<file path="config.mk">
export PLATFORM = sky130hd
export DESIGN_NAME = counter_sequencer_flat
export DESIGN_NICKNAME = d
export VERILOG_FILES = /design/src/rtl/counter_sequencer_pkg.sv /design/src/rtl/counter_sequencer_if.sv /design/src/rtl/counter_sequencer_jk_toggle_counter.sv /design/src/rtl/counter_sequencer.sv /design/src/flat_wrapper.sv
export SDC_FILE = /design/constraint.sdc
export NUM_CORES = 1
export LEC_CHECK = 0
export CAP_MARGIN = 0
export CORE_MARGIN = 2
export CORE_UTILIZATION = 46
export DETAILED_ROUTE_END_ITERATION = 8
export DONT_BUFFER_PORTS = 1
export GPL_ROUTABILITY_DRIVEN = 0
export GPL_TIMING_DRIVEN = 1
export PLACE_DENSITY = 0.7
export RECOVER_POWER = 25
export REMOVE_ABC_BUFFERS = 1
export SYNTH_ARGS = -nofsm -noshare
export SYNTH_HDL_FRONTEND = slang
export SYNTH_SLANG_ARGS = --single-unit
</file>
<file path="constraint.sdc">
create_clock -name clk -period 2.45 [get_ports clk]
set_input_delay 0.49 -clock clk [delete_from_list [all_inputs] [get_ports clk]]
set_output_delay 0.49 -clock clk [all_outputs]
set_load 0.02 [all_outputs]
</file>
<file path="src/rtl/counter_sequencer_pkg.sv">
// Shared opcode constants and FSM state encoding for the counter sequencer.
package counter_sequencer_pkg;

    localparam logic [1:0] OP_LOAD     = 2'b00;
    localparam logic [1:0] OP_RUN_UP   = 2'b01;
    localparam logic [1:0] OP_RUN_DOWN = 2'b10;
    localparam logic [1:0] OP_CLEAR    = 2'b11;

    typedef enum logic [2:0] {
        IDLE,
        RUN_UP,
        RUN_DOWN,
        DONE,
        ABORT
    } state_t;

endpackage

</file>
<file path="src/rtl/counter_sequencer_if.sv">
// Command handshake bundle between the command source and the sequencer.
interface counter_sequencer_if #(
    parameter int WIDTH = 4
);
    logic             cmd_valid;
    logic             cmd_ready;
    logic [1:0]       cmd_op;
    logic [WIDTH-1:0] cmd_data;

    modport master (
        output cmd_valid,
        output cmd_op,
        output cmd_data,
        input  cmd_ready
    );

    modport slave (
        input  cmd_valid,
        input  cmd_op,
        input  cmd_data,
        output cmd_ready
    );
endinterface

</file>
<file path="src/rtl/counter_sequencer_jk_toggle_counter.sv">
// Synchronous toggle counter datapath with load; bit i toggles when every
// lower bit is 1 (up) or 0 (down), the classic JK carry chain.
module jk_toggle_counter #(
    parameter int WIDTH = 4
) (
    input  logic             clk,
    input  logic             rst,
    input  logic             load,
    input  logic [WIDTH-1:0] load_val,
    input  logic             step,
    input  logic             up,
    output logic [WIDTH-1:0] q
);

    logic [WIDTH-1:0] tog;

    // Toggle enables: AND of the lower bits (up) or of their complements (down)
    always_comb begin
        logic t;
        tog = '0;
        for (int unsigned i = 0; i < WIDTH; i++) begin
            t = 1'b1;
            for (int unsigned j = 0; j < i; j++) begin
                t = t & (up ? q[j] : ~q[j]);
            end
            tog[i] = t;
        end
    end

    // Counter register: reset, then load, then toggle-step
    always_ff @(posedge clk) begin
        if (rst) begin
            q <= '0;
        end else if (load) begin
            q <= load_val;
        end else if (step) begin
            q <= q ^ tog;
        end
    end

endmodule

</file>
<file path="src/rtl/counter_sequencer.sv">
// Command-driven sequencer that loads, clears or runs a toggle counter up or
// down to a programmable limit, reporting done/aborted as one-cycle pulses.
module counter_sequencer
    import counter_sequencer_pkg::*;
#(
    parameter int WIDTH = 4
) (
    input  logic                clk,
    input  logic                rst,
    counter_sequencer_if.slave  cmd,
    input  logic                en,
    input  logic                halt,
    output logic [WIDTH-1:0]    count,
    output logic                busy,
    output logic                done,
    output logic                aborted
);

    localparam logic [WIDTH-1:0] ONE = WIDTH'(1);

    state_t           state;
    logic [WIDTH-1:0] limit;
    logic [WIDTH-1:0] next_cnt;
    logic             accept;
    logic             dp_load;
    logic             dp_step;
    logic             dp_up;
    logic [WIDTH-1:0] dp_load_val;

    // Datapath control and the count value after a step
    always_comb begin
        accept      = (state == IDLE) && cmd.cmd_valid;
        dp_up       = (state != RUN_DOWN);
        dp_step     = ((state == RUN_UP) || (state == RUN_DOWN)) && en && !halt;
        dp_load     = accept && ((cmd.cmd_op == OP_LOAD) || (cmd.cmd_op == OP_CLEAR));
        dp_load_val = (cmd.cmd_op == OP_CLEAR) ? '0 : cmd.cmd_data;
        next_cnt    = dp_up ? (count + ONE) : (count - ONE);
    end

    jk_toggle_counter #(
        .WIDTH(WIDTH)
    ) u_counter (
        .clk      (clk),
        .rst      (rst),
        .load     (dp_load),
        .load_val (dp_load_val),
        .step     (dp_step),
        .up       (dp_up),
        .q        (count)
    );

    // Sequencer FSM: halt beats both stepping and completion in run states
    always_ff @(posedge clk) begin
        if (rst) begin
            state <= IDLE;
            limit <= '0;
        end else begin
            case (state)
                IDLE: begin
                    if (accept) begin
                        case (cmd.cmd_op)
                            OP_RUN_UP: begin
                                limit <= cmd.cmd_data;
                                state <= (cmd.cmd_data == count) ? DONE : RUN_UP;
                            end
                            OP_RUN_DOWN: begin
                                limit <= cmd.cmd_data;
                                state <= (cmd.cmd_data == count) ? DONE : RUN_DOWN;
                            end
                            default: state <= IDLE;
                        endcase
                    end
                end
                RUN_UP, RUN_DOWN: begin
                    if (halt) begin
                        state <= ABORT;
                    end else if (en && (next_cnt == limit)) begin
                        state <= DONE;
                    end
                end
                DONE:    state <= IDLE;
                ABORT:   state <= IDLE;
                default: state <= IDLE;
            endcase
        end
    end

    // Status outputs decoded from the state register only
    assign cmd.cmd_ready = (state == IDLE);
    assign busy          = (state == RUN_UP) || (state == RUN_DOWN);
    assign done          = (state == DONE);
    assign aborted       = (state == ABORT);

endmodule

</file>
<file path="src/flat_wrapper.sv">
// flat-port wrapper written by rule: the top's interface ports become plain ports
module counter_sequencer_flat import counter_sequencer_pkg::*;
#(
    parameter int WIDTH = 4
)
  (clk, rst, en, halt, count, busy, done, aborted, cmd_cmd_valid, cmd_cmd_op, cmd_cmd_data, cmd_cmd_ready);
  counter_sequencer_if #(.WIDTH(WIDTH)) cmd_i ();
  input  logic clk;
  input  logic rst;
  input  logic en;
  input  logic halt;
  output logic [WIDTH-1:0] count;
  output logic busy;
  output logic done;
  output logic aborted;
  input wire logic [$bits(cmd_i.cmd_valid)-1:0] cmd_cmd_valid;
  input wire logic [$bits(cmd_i.cmd_op)-1:0] cmd_cmd_op;
  input wire logic [$bits(cmd_i.cmd_data)-1:0] cmd_cmd_data;
  output wire logic [$bits(cmd_i.cmd_ready)-1:0] cmd_cmd_ready;
  assign cmd_i.cmd_valid = cmd_cmd_valid;
  assign cmd_i.cmd_op = cmd_cmd_op;
  assign cmd_i.cmd_data = cmd_cmd_data;
  assign cmd_cmd_ready = cmd_i.cmd_ready;
  counter_sequencer #(.WIDTH(WIDTH)) u_core (.clk(clk), .rst(rst), .cmd(cmd_i), .en(en), .halt(halt), .count(count), .busy(busy), .done(done), .aborted(aborted));
endmodule
</file>
==> flow_summary.toml, run 1 <==
[critical_path]
r2r_start = "u_core.state[2]"
path_class = "register to register"
cp_max_fo = 9
r2r-end = "u_core.state[1]"
worstPathRequired_ns = 2.63
crit_start = "u_core.state[2]"
worstSetupEndpoint = "u_core.state[1]"
setup.worst_path.start_class = "register"
cp.arrival_ns = 2.42
rrSetupSlack_ns = 0.22
end_kind = "register"
r2r_cells = 8

[clock_tree]
clock_latency_ns = 0.28
cts.htree.levels = 1
cts_tree = "done"
cts_hold_buf = 0
path_clk_slew_ns = 0.08
clock-sinks = 11
cts_buffers = 3
cts_buffer_depth = 2
cts_resized = 0
cts_root_buf = "clkbuf_4"
post_cts_buffers = 0

[sta]
drv_slew = 0
clock_skew_ns = 0.00690
setup_ws_ns = 0.215
max_freq_mhz = 447
fin_crit_ns = 2.23
hold_viol = 0
relSlewSlack_pct = 56.1
worstMarginPinSlew_ns = 0.656
setup_viol = 0
fin_setup_tns_ns = 0
rsz0062_at_grt = "false"
post-route-period-util_pct = 91.2

[drt]
postRouteAntennaNets = 0
via_per_inst = 5.57
wl_per_cell_um = 14.5
wirelength_um = 1850
firstDrtPassIters = 4
drtIter0Drc = 8
dr_total_vias = 713
drc_errors = 0

[synthesis]
async_flop_share_pct = 0
ys_ff_latch = 11
synth_area_um2 = 885
ys_seq_area_share_pct = 24.9
ys_types = 32
syn-instance-count = 100
yosys_warnings = 0
synth_top_flop_cell = "dfxtp_1"
avgSynthCellArea_um2 = 8.85
synth-edff-count = 0

[finish]
nNetsFinal = 121
drive_gt1_share_pct = 13.6
fill_cells = 187
area_delta_synth_final_pct = 4.38
antenna_cells = 0

[grt]
grt_usage_pct = 19.6
antenna_found_initial = 0
grt_use_met3_pct = 7.92
use_met1_pct = 22.9
busiest_layer = "met2"
overflow = 0
use_met2_pct = 32.5
grt_max_degree = 13
grt_pass1_vias = 698
grt_pass1_wl_um = 3020

[floorplanning]
die_w_um = 47.9
die_area_um2 = 2290
io_pins = 19
initial_core_util_pct = 50.1
rows = 15
core_region_area_um2 = 1760
die_h_um = 47.9

[pwr]
p_leak_nw = 0.370
p_per_area_nw_per_um2 = 1180
peakVddDrop_mv = 0.865

[place]
dp_worst_setup_slack_ns = 0.238
dp_hpwl_um = 1450
io_buffer_count = 0

[status]
status = "finished, final reports clean"

[min_path]
hp-class = "input port to register"

[flow_run]
cap_violations = 0
cells by family after synthesis:
logic type | Yosys count | synth area share [%]
simple gates | 34 | 24.5
buf+inv | 13 | 8.06
xor+xnor | 16 | 16.7
compound gates | 20 | 16.5
fa+ha+maj | 6 | 9.34
flops | 11 | 24.9
sequential cells by signal, indices dropped and copies added (netlist names):
name                cells
u_core.limit            4
u_core.u_counter.q      4
u_core.state            3
worst max-delay path, cell delays in order (launching register included):
cell      delay (ns)
dfxtp_1         0.43
nor3b_4         0.36
inv_1           0.10
fa_1            0.52
xor2_1          0.15
nand3_1         0.09
a21oi_1         0.12
nand3_1         0.14
a221oi_1        0.24
cell usage in the layout (no fill, tap or decap):
cell,count
fa_1,1
nand3_1,10
nor4b_4,1
xnor2_1,6
a221oi_2,1
and3b_2,1
nor4b_1,1
a211oi_1,2
clkbuf_1,4
xnor2_2,1
clkbuf_4,3
o31ai_2,1
inv_1,7
and2b_2,1
nor2_1,4
nor4_1,1
dfxtp_1,11
nand4_1,1
nor3_1,1
nand2_1,8
and3_1,1
o211ai_1,1
buf_4,2
nor4_2,1
ha_1,5
xor2_1,9
a221oi_1,1
a211oi_2,1
o21bai_1,1
nor3b_4,1
nor3b_1,2
a21oi_1,9
a21o_1,3
per-stage QoR:
step           area [um^2]  hold slack [ns]  utilization (%)  std cells  total power [mW]
3_5_place_dp           908            0.461             51.5        124             0.976
2_1_floorplan          840            0.442                -         94             0.819
6_report               923            0.261             52.3        128              1.09
4_1_cts                935            0.257             53.0        128              1.11
3_3_place_gp           908            0.450             51.5        124             0.964
5_1_grt                923            0.247             52.3        128              1.17
worst min-delay path by stage:
stage	from	slack, ns	depth (start not counted)	endpoint
global placement	u_core.limit[3]	0.45	2	u_core.limit[3]
floorplan	u_core.limit[0]	0.44	2	u_core.limit[0]
global route	rst	0.25	1	u_core.u_counter.q[2]
CTS	rst	0.26	1	u_core.u_counter.q[2]
detailed placement	u_core.limit[3]	0.46	2	u_core.limit[3]
finish	rst	0.26	1	u_core.u_counter.q[2]
Yosys cell counts, drive strengths merged, types with 4 or more instances:
cell / number / share of area (%)
nand3: 10 / 5.7
dfxtp: 11 / 25
xor2: 9 / 8.9
a21oi: 9 / 5.1
nor2: 4 / 1.7
ha: 5 / 7.1
xnor2: 7 / 7.8
inv: 7 / 3.0
nand2: 8 / 3.4
metal layers:
metal  wire [um]  vias up  part of all wire (%)
met3         141        5                   7.6
met2         849       23                    46
li1            -      354                     -
met4          21        0                   1.1
met1         840      331                    45
met5           0        -                     0
area by class of cell:
type	instances	area [um^2]	area share, %
inverters	7	26.3	2.85
multi-input cells	76	593	64.2
clock buffers	4	26.3	2.85
repair buffers	5	26.3	2.85
well taps	25	31.3	3.39
flip-flops and latches	11	220	23.8
power breakdown:
group / internal (mW) / leakage [nW] / switching, mW
Sequential: 0.227 / 0.0900 / 0.0551
Combinational: 0.279 / 0.265 / 0.397
Clock: 0.0632 / 0.0150 / 0.0662
Power figures use the tool's default switching activity.
==> run 2: changes to the inputs <==
CORE_UTILIZATION = 50   (was 46)
PLACE_DENSITY = 0.74   (was 0.7)
==> flow_summary.toml, run 2 (synthesis results as in run 1) <==
[pwr]
power_mw = 1.10
p_leak_nw = 0.375
p_per_area_nw_per_um2 = 1210
peakVddDrop_mv = 0.609

[sta]
worstMarginPinSlew_ns = 0.672
clock_skew_ns = 0.00170
fin_crit_ns = 2.15
max_freq_mhz = 465
setup_viol = 0
relSlewSlack_pct = 54.8
fin_setup_tns_ns = 0
rsz0062_at_grt = "false"
drv_slew = 0
hold_viol = 0
post-route-period-util_pct = 87.8
setup_ws_ns = 0.299

[finish]
final_cells = 120
area_delta_synth_final_pct = 3.25
final_util_pct = 54.1
drive_gt1_share_pct = 14.6
top_regs = "u_core.limit: 4 flops, u_core.u_counter.q: 4 flops, u_core.state: 3 flops"
final_common_cell = "dfxtp_1"
nNetsFinal = 121
layout_common_cells = "11 x dfxtp_1, 10 x nand3_1, 9 x xor2_1, 9 x a21oi_1, 8 x nand2_1"
antenna_cells = 0

[floorplanning]
die_w_um = 46.1
core_region_area_um2 = 1690
rows = 15
io_pins = 19
die_area_um2 = 2120
die_h_um = 46.1
initial_core_util_pct = 52.4

[drt]
firstDrtPassIters = 4
drc_errors = 0
drtIter0Drc = 13
dr_total_vias = 734
via_per_inst = 6.12
postRouteAntennaNets = 0
wl_per_cell_um = 16.2
wirelength_um = 1940

[critical_path]
cp_cell_sequence = "nor3b_4, inv_1, fa_1, xor2_1, nand3_1, a21oi_1, nand3_1, a221oi_1"
slowest_stage = "fa_1"
critical-path-top-delay-family = "adder cells"
end_kind = "register"
path_class = "register to register"
setup.worst_path.start_class = "register"
crit_buf_inv = 1
max_stage_delay_ns = 0.53
rrSetupSlack_ns = 0.30
cpMostUsedCell = "nand3_1"
cp.arrival_ns = 2.34
cp_max_fo = 9
worstPathRequired_ns = 2.64

[min_path]
hp-class = "input port to register"

[clock_tree]
cts_resized = 0
cts_buffer_depth = 2
clock_latency_ns = 0.28
cts_buffers = 3
cts_tree = "done"
cts_hold_buf = 0
cts_root_buf = "clkbuf_4"
cts.htree.levels = 1
path_clk_slew_ns = 0.07
clock-sinks = 11

[grt]
grt_pass1_wl_um = 3110
antenna_found_initial = 0
grt_usage_pct = 21.4
grt_max_degree = 13
overflow = 0
grt_pass1_vias = 696

[place]
dp_worst_setup_slack_ns = 0.241
io_buffer_count = 0
dp_cells = 115
dp_hpwl_um = 1530

[status]
status = "finished, final reports clean"

[flow_run]
cap_violations = 0
[run 2: area by class of cell]
class | instances | area, um^2
Tap cell | 17 | 21.3
Multi-Input combinational cell | 76 | 586
Sequential cell | 11 | 220
Fill cell | 170 | 776
Inverter | 7 | 26.3
Timing Repair Buffer | 5 | 33.8
Clock buffer | 4 | 26.3
[run 2: worst register-to-register path, cell delays in order, from the launching register on]
cell and delay [ns]:
dfxtp_1 0.41, nor3b_4 0.27, inv_1 0.08, fa_1 0.53, xor2_1 0.20, nand3_1 0.09
a21oi_1 0.12, nand3_1 0.13, a221oi_1 0.24
[run 2: report_power, final]
group	switching, mW	internal, mW	leakage (nW)	total [mW]
clock	0.0686	0.0633	0.0150	0.132
sequential	0.0726	0.227	0.0900	0.299
combinational	0.388	0.282	0.270	0.670
[run 2: what timing repair did]
action / 4_1_cts / 5_1_grt
setup endpoints to repair: 0 / 1
buffers inserted: 0 / 1
hold endpoints to repair: 0 / 0
[run 2: per-layer routing]
| layer | track usage, % | up-vias | part of all wire [%] |
|---|---|---|---|
| met5 | 0 | - | 0 |
| met4 | 14.9 | 0 | 3.4 |
| met3 | 6.27 | 9 | 6.4 |
| met2 | 33.6 | 33 | 49 |
| met1 | 24.6 | 339 | 41 |
| li1 | - | 353 | - |
[run 2: per-stage QoR]
step	hold WS (ns)	instance area [um^2]
after floorplan	0.442	840
after global placement	0.451	891
after detailed placement	0.456	891
after CTS	0.261	917
after global routing	0.248	913
final	0.261	913
[run 2: worst paths after layout]
path | startpoint | end | cells after the start
worst min-delay path | rst | u_core.u_counter.q[2] | 1
worst min register to register | u_core.limit[0] | u_core.limit[0] | 2
worst max-delay path | u_core.state[0] | u_core.state[1] | 8
worst max register to register | u_core.state[0] | u_core.state[1] | 8
==> edit 1, RTL diff (config.mk and constraints of run 2) <==
The 5 states of `state_t` get a Gray code encoding in 3 bits.
--- a/src/rtl/counter_sequencer_pkg.sv
+++ b/src/rtl/counter_sequencer_pkg.sv
@@ -8,9 +8,9 @@
 
     typedef enum logic [2:0] {
-        IDLE,
-        RUN_UP,
-        RUN_DOWN,
-        DONE,
-        ABORT
+        IDLE     = 3'b000,
+        RUN_UP   = 3'b001,
+        RUN_DOWN = 3'b011,
+        DONE     = 3'b010,
+        ABORT    = 3'b110
     } state_t;
 
Function: same outputs for any inputs over 10 cycles, from zero or initial values and one cycle with rst high; not proved beyond that.
==> edit 1 against run 2 <==
Area after synthesis fell by 11%; cell area fell by 9.0%; routed wire length fell by 18%; critical endpoint unchanged; hold slack improved by 0.025 ns; largest cell class unchanged; sequential cell count did not move; worst setup slack improved by 0.21 ns.
Power is not compared: it rests on default switching activity, and its combinational part moved more than twofold at a synthesized area within 25%.
==> edit 1: results (changes against run 2) <==
* Status: finished, final reports clean (unchanged)
* DRT iter0 DRCs at 14 (was 13)
* Worst hold start: rst (unchanged)
* Nets at 113 (was 121)
* Crit path DAT at 2.14 ns (was 2.34 ns)
* Worst setup path start: u_core.state[0]$_SDFFE_PP0P_ (unchanged)
* DR WL/cell at 14.06 microns (was 16.16 microns)
* Vias in the first global route at 584 (was 696)
* CTS Buffer Depth at 2 (unchanged)
* CTS buffer count at 3 (unchanged)
* Async SR Flop Fraction at 0% (unchanged)
* Hold Path Class: in -> reg (unchanged)
* Fill cell count at 141 (was 170)
* Setup repair bufs after CTS at 0 (unchanged)
* Via density at 5.726 (was 6.117)
* H-tree depth at 1 (unchanged)
* Cts repair resizes at 0 (unchanged)
* First-pass GRT wire length at 2477 microns (was 3105 microns)
* Drt first pass iters at 3 (was 4)
* Post-synthesis cell type count at 29 (was 32)
* Largest net degree at the start of global routing at 12 (was 13)
* Initial antenna violation count at 0 (unchanged)
* Clock Tree Root: clkbuf_4 (unchanged)
* Final Skew at 0.004666 ns (was 0.001696 ns)
* Reg clk slew, reported paths at 0.07 ns (about the same)
* Crit path max fanout at 7 (was 9)
* Top FF cell, synth: dfxtp_1 (unchanged)
* VDD IR max at 303.1 uV
* Critical Path Slowest Stage Cell: dfxtp_1 (was fa_1)
* Biggest regs: u_core.limit: 4 flops, u_core.u_counter.q: 4 flops, u_core.state: 3 flops (unchanged)
* Clk_lat worst skew at 0.26 ns (was 0.28 ns)
* Layout cell share with drive strength beyond 1 at 8.247% (was 14.56%)
* Largest stage delay on the critical path at 0.48 ns (was 0.53 ns)
* Synth cell count leaders: 13 x xnor2_1, 11 x a21oi_1, 11 x dfxtp_1 (was 11 x dfxtp_1, 10 x nand3_1, 9 x a21oi_1, 9 x xor2_1, 8 x nand2_1)
* Synth area leaders: dfxtp_1 28%, xnor2_1 15%, a21oi_1 7.0% (was dfxtp_1 25%, xor2_1 8.9%, ha_1 7.1%)
* Syn Inst Count at 94 (was 100)
* Routed wire length at 1589 microns (was 1939 microns)
* Delay-heaviest family, CP: flip-flops (was adder cells)
* Slew at the pin closest to its max-slew limit at 0.6685 ns (was 0.6722 ns)
* Sequential-to-total area share from yosys stat at 28.07% (was 24.89%)
* Global Route Usage Sum at 17.71% (was 21.37%)
* HPWL after DPL at 1225 microns (was 1527 microns)
* Yosys Warn Count at 0 (unchanged)
* Worst R2R Start: u_core.state[0]$_SDFFE_PP0P_ (unchanged)
* Inserted Diodes at 0 (unchanged)
* Leakage power at ~0.35 nW
* IO Port Bufs at 0 (unchanged)
[edit 1: cell type report]
type | count | area [sq um] | area share [%]
clock buffer | 4 | 26.28 | 3.163
inverter | 5 | 18.77 | 2.259
multi-input combinational | 75 | 534.3 | 64.31
sequential | 11 | 220.2 | 26.51
tap | 16 | 20.02 | 2.410
timing repair buffer | 2 | 11.26 | 1.355
[edit 1: cells by family (layout without fill, tap and decap cells)]
kind of cell	after synthesis	count (layout)	synth area share, %
AOI/OAI and AO/OA	19	19	15.47
xor gates and xnor gates	15	15	16.75
adders and majority gates	4	4	6.380
buffers and inverters	8	11	3.828
DFF	11	11	28.07
muxes	3	3	4.306
and+or+nand+nor	34	34	25.20
[edit 1: worst register-to-register path, cell delays in order (launching register included)]
cell and delay [ns]:
dfxtp_1 0.48, nand3b_4 0.17, xnor2_1 0.16, ha_1 0.30, xnor2_1 0.12, and3_1 0.17
a311oi_2 0.27, mux2i_1 0.21
[edit 1: worst paths after layout]
check,endpoint,slack [ns],depth (start not counted)
min,u_core.limit[3]$_SDFFE_PP0P_,0.29,1
max reg2reg,u_core.state[1]$_SDFFE_PP0P_,0.51,7
min reg2reg,u_core.limit[3]$_SDFFE_PP0P_,0.47,2
max,u_core.state[1]$_SDFFE_PP0P_,0.51,7
[edit 1: report_power, final]
part,switching (mW),internal [mW],leakage [nW]
clock,0.0588,0.0629,0.0150
sequential,0.0255,0.190,0.0897
combinational,0.0460,0.0447,0.243
total,0.130,0.298,0.348
[edit 1: metrics by stage]
stage	util (%)	worst slack (ns)	hold slack, ns	power, mW	cell area (sq um)
after floorplan	-	0.5010	0.4420	0.2901	773.2
after global placement	54.29	0.6030	0.4553	0.3096	808.3
after detailed placement	54.29	0.5402	0.4571	0.3121	808.3
after CTS	56.05	0.5250	0.2749	0.4361	834.6
after global routing	55.80	0.3199	0.2640	0.4547	830.8
final	55.80	0.5129	0.2862	0.4278	830.8
[edit 1: metal layers]
| layer | wire (microns) | GRT usage [%] | vias to the layer above |
|---|---|---|---|
| met5 | 0 | 0 | - |
| met4 | 9 | 9.091 | 0 |
| met3 | 101 | 5.000 | 2 |
| met2 | 721 | 27.35 | 16 |
| met1 | 757 | 22.37 | 294 |
| li1 | - | - | 335 |
==> edit 2, RTL diff (settings of run 2) <==
Without the edit above. `WIDTH` is set to 4 in 4 places; all go to 6.
--- a/src/rtl/counter_sequencer_if.sv
+++ b/src/rtl/counter_sequencer_if.sv
@@ -1,5 +1,5 @@
 // Command handshake bundle between the command source and the sequencer.
 interface counter_sequencer_if #(
-    parameter int WIDTH = 4
+    parameter int WIDTH = 6
 );
     logic             cmd_valid;
--- a/src/rtl/counter_sequencer_jk_toggle_counter.sv
+++ b/src/rtl/counter_sequencer_jk_toggle_counter.sv
@@ -2,5 +2,5 @@
 // lower bit is 1 (up) or 0 (down), the classic JK carry chain.
 module jk_toggle_counter #(
-    parameter int WIDTH = 4
+    parameter int WIDTH = 6
 ) (
     input  logic             clk,
--- a/src/rtl/counter_sequencer.sv
+++ b/src/rtl/counter_sequencer.sv
@@ -4,5 +4,5 @@
     import counter_sequencer_pkg::*;
 #(
-    parameter int WIDTH = 4
+    parameter int WIDTH = 6
 ) (
     input  logic                clk,
--- a/src/flat_wrapper.sv
+++ b/src/flat_wrapper.sv
@@ -2,5 +2,5 @@
 module counter_sequencer_flat import counter_sequencer_pkg::*;
 #(
-    parameter int WIDTH = 4
+    parameter int WIDTH = 6
 )
   (clk, rst, en, halt, count, busy, done, aborted, cmd_cmd_valid, cmd_cmd_op, cmd_cmd_data, cmd_cmd_ready);
Interface: changed (resized cmd_cmd_data and count); port bits go from 19 to 23. No check against the original RTL was run, so the function may have changed too.
==> edit 2 against run 2 <==
Area after synthesis up 23%; sequential cell count up 4; via count up 21%; cell area up 28%; maximum frequency up 0.91%; first-iteration DRC count up 23%; worst setup slack better by 0.019 ns; routed wire length up 22%; non-clock buffer count down 1.
Power is not compared: it rests on default switching activity, and its combinational part moved more than twofold at a synthesized area within 25%.
==> edit 2: results (changes against run 2) <==
* WHS Endpoint: u_core.limit[4]$_SDFFE_PP0P_ (was u_core.u_counter.q[2]$_SDFFE_PP0P_)
* Multi-input logic area at 758.2 sq um (was 585.6 sq um)
* Biggest regs: u_core.limit: 6 flops, u_core.u_counter.q: 6 flops, u_core.state: 3 flops (was u_core.limit: 4 flops, u_core.u_counter.q: 4 flops, u_core.state: 3 flops)
* HPWL after DPL at 1899 microns (was 1527 microns)
* Pre-CTS setup slack at 0.3485 ns (was 0.2407 ns)
* Seq group at 292 uW
* Vias in the first global route at 858 (was 696)
* Met3 GRT Util at 5.952% (was 6.275%)
* Largest net degree at the start of global routing at 18 (was 13)
* Routed wl met2 at 1100 microns (was 955 microns)
* Layout cell share with drive strength beyond 1 at 13.82% (was 14.56%)
* Signal buffers at 4 (was 5)
* Crit path DAT at 2.30 ns (was 2.34 ns)
* Final Util at 58.19% (was 54.07%)
* Reg clk slew, reported paths at 0.09 ns (was 0.07 ns)
* First-pass GRT wire length at 3919 microns (was 3105 microns)
* Synth area leaders: dfxtp_1 27%, xor2_1 9.6%, ha_1 8.0% (was dfxtp_1 25%, xor2_1 8.9%, ha_1 7.1%)
* Final cycle utilization of the critical path at 87.02% (was 87.81%)
* DP Area at 0.001137 sq mm (was 890.9 sq um)
* WHS at 0.2625 ns (was 0.2614 ns)
* Inverters at 4 (was 7)
* Hold Vio Cnt, Final at 0 (unchanged)
* DRT iter0 DRCs at 16 (was 13)
* Fill cell count at 179 (was 170)
* Post-synthesis cell type count at 35 (was 32)
* Met2 usage at 31.80% (was 33.61%)
* Syn Inst Count at 118 (was 100)
* DR WL/cell at 15.71 microns (was 16.16 microns)
* Metal3 WL at 151 microns (was 124 microns)
* Nets at 145 (was 121)
* Seq/total area at 25.89% (was 24.11%)
* DRT met1 WL at 1061 microns (was 793 microns)
* Status: finished, final reports clean (unchanged)
* Crit path max fanout at 6 (was 9)
* Worst Setup Start Kind: register (unchanged)
* Global Route Usage Sum at 20.36% (was 21.37%)
* Sequential-to-total area share from yosys stat at 27.49% (was 24.89%)
* Synth cell count leaders: 15 x dfxtp_1, 12 x xor2_1, 9 x xnor2_1 (was 11 x dfxtp_1, 10 x nand3_1, 9 x a21oi_1, 9 x xor2_1, 8 x nand2_1)
* Final Cell Area at 0.001165 sq mm (was 913.4 sq um)
* Final Skew at 0.008676 ns (was 0.001696 ns)
* Worst R2R Start: u_core.state[2]$_SDFFE_PP0P_ (was u_core.state[0]$_SDFFE_PP0P_)
* Flop2flop setup slack at 0.32 ns (was 0.30 ns)
* Relative slew margins at 54.21% (was 54.81%)
* Synth Register Bits at 15 (was 11)
==> edit 2: cell count changes after synthesis, moves of 3 or more <==
cell / change
dfxtp_1: +4
nand2_1: -4
inv_1: -3
xnor2_1: +3
nor2_1: +3
nand3_1: -7
a31oi_1: +3
mux2i_1: +7
a211oi_1: +3
nor3_1: +4
buf_6: -3
xor2_1: +3
==> edit 2: cell families (layout without fill, tap and decap cells) <==
logic type               after synthesis  after routing  share of synthesized area, %
XOR/XNOR                              21             21                         16.84
AO/OA/AOI/OAI                         24             24                         14.78
buffers and inverters                  7             12                         3.092
flip-flops                            15             15                         27.49
multiplexers                           7              7                         6.415
adder cells (fa/ha/maj)                8              8                         9.851
AND/OR/NAND/NOR                       36             36                         21.54
==> edit 2: critical path, stage by stage, from the launching register on <==
cell	delay, ns
dfxtp_1	0.39
nor3b_2	0.25
buf_4	0.19
ha_1	0.31
a21oi_1	0.24
a21o_1	0.18
a21oi_1	0.08
o2111ai_1	0.28
a2bb2oi_1	0.10
